**config.mk**
```make
export PLATFORM = sky130hd
export DESIGN_NAME = pipe_pal_fifo
export DESIGN_NICKNAME = d
export VERILOG_FILES = /design/src/rtl/pipe_pal_fifo.sv
export SDC_FILE = /design/constraint.sdc
export NUM_CORES = 1
export LEC_CHECK = 0
export ABC_AREA = 0
export CORE_MARGIN = 5
export CORE_UTILIZATION = 59
export CTS_CLUSTER_SIZE = 10
export DETAILED_ROUTE_END_ITERATION = 10
export PLACE_DENSITY = 0.82
export SYNTH_ARGS = -nofsm -noshare
export SYNTH_HDL_FRONTEND = slang
export SYNTH_SLANG_ARGS = --single-unit
```
**constraint.sdc**
```tcl
create_clock -name i_clk -period 6.8 [get_ports i_clk]
set_input_delay 1.36 -clock i_clk [delete_from_list [all_inputs] [get_ports i_clk]]
set_output_delay 1.36 -clock i_clk [all_outputs]
set_load 0.05 [all_outputs]
```
**src/rtl/pipe_pal_fifo.sv**
```systemverilog
`default_nettype none
// ============================================================================
// Module   : pipe_pal_fifo
// Purpose  : Valid/ready elastic buffer with occupancy, almost-full and flush.
//            Optional parity on every entry when PIPE_PAL_FIFO_PARITY_EN is defined.
// Revision : 1.0 - initial release
// ============================================================================
module pipe_pal_fifo #(
    parameter int W_DATA    = 32,
    parameter int DEPTH     = 4,
    parameter int AFULL_LVL = 3
) (
    input  logic                    i_clk,
    input  logic                    reset,
    input  logic                    i_valid,
    output logic                    o_ready,
    input  logic [W_DATA-1:0]       i_data,
    output logic                    o_valid,
    input  logic                    i_ready,
    output logic [W_DATA-1:0]       o_data,
    input  logic                    i_flush,
`ifdef PIPE_PAL_FIFO_PARITY_EN
    input  logic                    i_perr_inject,
    output logic                    o_perr,
`endif
    output logic [$clog2(DEPTH):0]  o_count,
    output logic                    o_afull
);

    localparam int W_ADDR = $clog2(DEPTH);
`ifdef PIPE_PAL_FIFO_PARITY_EN
    localparam int W_ENTRY = W_DATA + 1;
`else
    localparam int W_ENTRY = W_DATA;
`endif
    localparam logic [W_ADDR:0]   c_depth   = (W_ADDR+1)'(DEPTH);
    localparam logic [W_ADDR:0]   c_afull   = (W_ADDR+1)'(AFULL_LVL);
    localparam logic [W_ADDR-1:0] c_ptr_one = W_ADDR'(1);
    localparam logic [W_ADDR:0]   c_cnt_one = (W_ADDR+1)'(1);

    generate
        if ((DEPTH < 2) || ((DEPTH & (DEPTH - 1)) != 0)) begin : g_bad_depth
            $error("pipe_pal_fifo: DEPTH must be a power of two >= 2");
        end
        if ((AFULL_LVL < 1) || (AFULL_LVL > DEPTH)) begin : g_bad_afull
            $error("pipe_pal_fifo: AFULL_LVL must lie in 1..DEPTH");
        end
    endgenerate

    logic [W_ENTRY-1:0] r_mem [DEPTH];
    logic [W_ADDR-1:0]  r_wr_ptr;
    logic [W_ADDR-1:0]  r_rd_ptr;
    logic [W_ADDR:0]    r_count;
    logic               r_rdy_en;

    logic               w_push;
    logic               w_pop;
    logic [W_ENTRY-1:0] w_entry_in;
    logic [W_ENTRY-1:0] w_head;

    // r_rdy_en holds o_ready low while reset is asserted and for the release edge
    assign o_ready = r_rdy_en && (r_count != c_depth);
    assign o_valid = (r_count != '0);
    assign w_push  = i_valid && o_ready;
    assign w_pop   = o_valid && i_ready;

`ifdef PIPE_PAL_FIFO_PARITY_EN
    assign w_entry_in = {(^i_data) ^ i_perr_inject, i_data};
`else
    assign w_entry_in = i_data;
`endif

    assign w_head  = r_mem[r_rd_ptr];
    assign o_data  = o_valid ? w_head[W_DATA-1:0] : '0;
    assign o_count = r_count;
    assign o_afull = (r_count >= c_afull);

`ifdef PIPE_PAL_FIFO_PARITY_EN
    assign o_perr = o_valid && ((^w_head[W_DATA-1:0]) != w_head[W_DATA]);
`endif

    always_ff @(posedge i_clk) begin
        if (w_push && !i_flush) begin
            r_mem[r_wr_ptr] <= w_entry_in;
        end
    end

    always_ff @(posedge i_clk or posedge reset) begin
        if (reset) begin
            r_wr_ptr <= '0;
            r_rd_ptr <= '0;
            r_count  <= '0;
            r_rdy_en <= 1'b0;
        end else begin
            r_rdy_en <= 1'b1;
            if (i_flush) begin
                r_wr_ptr <= '0;
                r_rd_ptr <= '0;
                r_count  <= '0;
            end else begin
                if (w_push) begin
                    r_wr_ptr <= r_wr_ptr + c_ptr_one;
                end
                if (w_pop) begin
                    r_rd_ptr <= r_rd_ptr + c_ptr_one;
                end
                if (w_push && !w_pop) begin
                    r_count <= r_count + c_cnt_one;
                end else if (w_pop && !w_push) begin
                    r_count <= r_count - c_cnt_one;
                end
            end
        end
    end

endmodule
`default_nettype wire

```
==> summary.md <==
| Metric | Value |
|---|---|
| Outcome | `completed` |
| # H-tree levels | `4` |
| Multi-input logic area | `about 1300 um2` |
| Initial antenna violation count | `0` |
| Die width | `around 110 um` |
| Crit. End Element | `output port` |
| CTS tree | `yes` |
| DPL Wire Length | `about 5.6 mm` |
| P&R area growth vs syn | `25.6%` |
| Data required, critical path | `around 5.4 ns` |
| Setup bufs post-CTS | `0` |
| Sequential fraction of the synthesis area | `between 70% and 80%` |
| First-pass GRT wire length | `around 16 mm` |
| Clk_skew | `about 0.0054 ns` |
| Synth Net Count | `313` |
| Final net count | `approximately 400` |
| Final period util | `between 60% and 70%` |
| Filler Cell Count | `slightly above 500` |
| Final hold viol count | `0` |
| Startpoint types | `flip-flop` |
| Number of hold buffers added after cts | `0` |
| IO Pins | `75` |
| Post-route ant nets | `0` |
| Residual DRC count | `0` |
| Clk buf depth | `2` |
| DR vias | `between 2000 and 3000` |
| Mean routed wirelength per cell | `between 20 and 25 um` |
| GR Overflow Total | `0` |
| CTS resizes | `0` |
| GRT Overall Usage | `a little under a fifth` |
| Final Critical Period | `4.45 ns` |
| FP Rows | `35` |
| Static leakage | `2.28 nW` |
| Skew-Pair Late Insertion Delay | `0.51 ns` |
| Fraction of layout instances using a drive strength above 1 | `approximately a fifth` |
| RSZ-0062 raised after global routing | `false` |
| Antenna cell count | `0` |
| Setup violators final | `0` |
| Post-Syn Instances | `between 200 and 300` |
| HP Class | `flip-flop to flip-flop` |
| Mean area per synthesized cell | `between 20 and 25 um2` |
| Vias/cell | `~5.7` |
| Critical path class | `flip-flop to output port` |
| Actual slew at the worst max-slew pin | `about 1 ns` |
| Die Area | `about 11000 um2` |
| Critical path arrival | `just over 3 ns` |
| Port Buffers | `between 70 and 80` |
| Final cell count without fillers | `473` |
| Number of global-route vias before repair | `just under 3000` |
| Drt first pass iters | `4` |
| Crit-path max FO | `18` |
| Starting Density | `between 60% and 70%` |
| Largest net degree at the start of global routing | `34` |
| Seq. cell area | `4050 um2` |
| Die span in y | `107 um` |
| CTS root buffer | `clkbuf_8` |
| Max transition margin | `about a third` |
| Num Clock Sinks | `around 140` |
| CTS clk-pin slew, worst paths | `about 0.06 ns` |
| Fmax | `225 MHz` |
| Setup_tns | `0 ns` |
| Max-cap viol count | `0` |
| Warning count from the yosys run | `0` |
| Power Density | `roughly 450 nW/um2` |
| Cell area after synthesis | `~5500 um2` |
| Synthesized flop and latch total | `136` |
| Initial DRC Count | `about 150` |
| DRT Wirelength | `~9.8 mm` |
| Placed Cells | `around 440` |
| Max-slew violations | `0` |
| Maximum vdd drop | `roughly 270 uV` |
| GPL Wtd Cong | `0.760` |
| Placeable core area | `between 9000 and 10000 um2` |
| CTS Buf Count | `17` |
| Distinct cell type count after synthesis | `36` |
[metal layers]
metal	track usage (%)	wire length [um]
met1	23.7	3980
met2	32.0	5180
met3	5.22	491
met4	6.58	98
met5	0	0
[metrics by stage]
| step | util, % | cell area, um2 | setup WS [ns] | power, W | hold slack, ns |
|---|---|---|---|---|---|
| finish | 75.5 | 6910 | 2.35 | 0.00313 | 0.638 |
| global route | 75.5 | 6910 | 2.13 | 0.00325 | 0.667 |
| CTS | 75.5 | 6910 | 2.25 | 0.00316 | 0.649 |
| detailed placement | 68.5 | 6270 | 2.79 | 0.00218 | 0.618 |
| global placement | 68.5 | 6270 | 2.79 | 0.00218 | 0.591 |
| floorplan | - | 5500 | 3.30 | 0.00187 | 0.566 |
[layout make-up]
cell class / instances / share of cell area [%]
Sequential cell: 136 / 58.6
Multi-Input combinational cell: 113 / 19.0
Timing Repair Buffer: 75 / 10.8
Clock buffer: 17 / 5.99
Clock inverter: 15 / 3.26
Tap cell: 111 / 2.01
Inverter: 6 / 0.326
[flip-flops by register name, indices dropped and copies added (netlist names)]
register,count
o_count,3
r_mem,128
r_wr_ptr,2
r_rd_ptr,2
r_rdy_en,1
[logic make-up after synthesis]
kind of cell | after synthesis | synth area share [%]
other | 1 | 0.0682
adder cells (fa/ha/maj) | 5 | 1.27
XOR/XNOR | 2 | 0.319
flip-flops | 136 | 73.5
buffers and inverters | 22 | 2.68
AND/OR/NAND/NOR | 54 | 6.21
multiplexers | 34 | 13.5
AO/OA/AOI/OAI | 17 | 2.41
[worst paths after layout]
kind / end / cells after the start / slack (ns) / startpoint
hold / removal: r_wr_ptr[0] / 2 / 0.64 / r_wr_ptr[0]
hold reg to reg: r_wr_ptr[0] / 2 / 0.64 / r_wr_ptr[0]
min in group asynchronous: r_wr_ptr[1] / 2 / 1.12 / reset
max in group asynchronous: r_rd_ptr[0] / 2 / 5.40 / reset
setup / recovery: o_data[11] / 4 / 2.35 / r_rd_ptr[0]
setup reg to reg: o_count[2] / 6 / 4.40 / o_count[0]
[layout by cell type, fill, tap and decap left out, types with 3 or more instances in the layout]
cell	netlist	routed
dfrtp_1	8	6
clkbuf_16	0	16
clkinv_4	0	4
mux4_2	32	32
and2_2	0	4
and2_1	36	32
bufinv_16	0	5
edfxtp_1	128	128
or3_1	3	3
nor2_1	6	6
clkdlybuf4s50_1	0	74
o21a_1	3	3
ha_1	4	4
inv_1	6	6
[Yosys cell counts]
library cell  instances  share of area, %
a211oi_2              1              0.23
o21ai_0               1             0.091
a21o_1                1              0.14
inv_1                 6              0.41
nor4bb_2              1              0.30
nor2_1                6              0.41
nor3b_1               2              0.27
nor2b_1               1              0.11
o311ai_1              2              0.32
mux2_1                2              0.41
xor2_1                2              0.32
a211o_1               1              0.16
nand2_1               2              0.14
nor3b_2               1              0.23
o31ai_1               1              0.14
nor4bb_1              1              0.18
fa_1                  1              0.36
dfrtp_1               8               3.6
o2111ai_1             1              0.16
edfxtp_1            128                70
ha_1                  4              0.91
mux4_2               32                13
o2111a_1              1              0.20
o211ai_1              1              0.14
a211oi_1              1              0.14
a21oi_1               2              0.18
o21a_1                3              0.41
and2_1               36               4.1
or3_1                 3              0.34
a31oi_1               1              0.11
buf_6                 1              0.20
buf_12                3               1.1
conb_1                1             0.068
clkbuf_1              5              0.34
nand3b_1              1              0.14
buf_2                 7              0.64
[where the power goes]
| group | leakage (nW) | total [W] | internal (W) | switching [W] |
|---|---|---|---|---|
| clock | 0.304 | 0.000972 | 0.000634 | 0.000338 |
| sequential | 1.26 | 0.00101 | 0.000947 | 0.0000662 |
| combinational | 0.715 | 0.00114 | 0.000442 | 0.000701 |
[critical path: stages, from the launching register on]
cell	delay (ns)
dfrtp_2	0.69
buf_4	0.43
mux4_2	0.55
and2_1	0.18
clkdlybuf4s50_1	0.70
(Power assumes the default switching activity.)
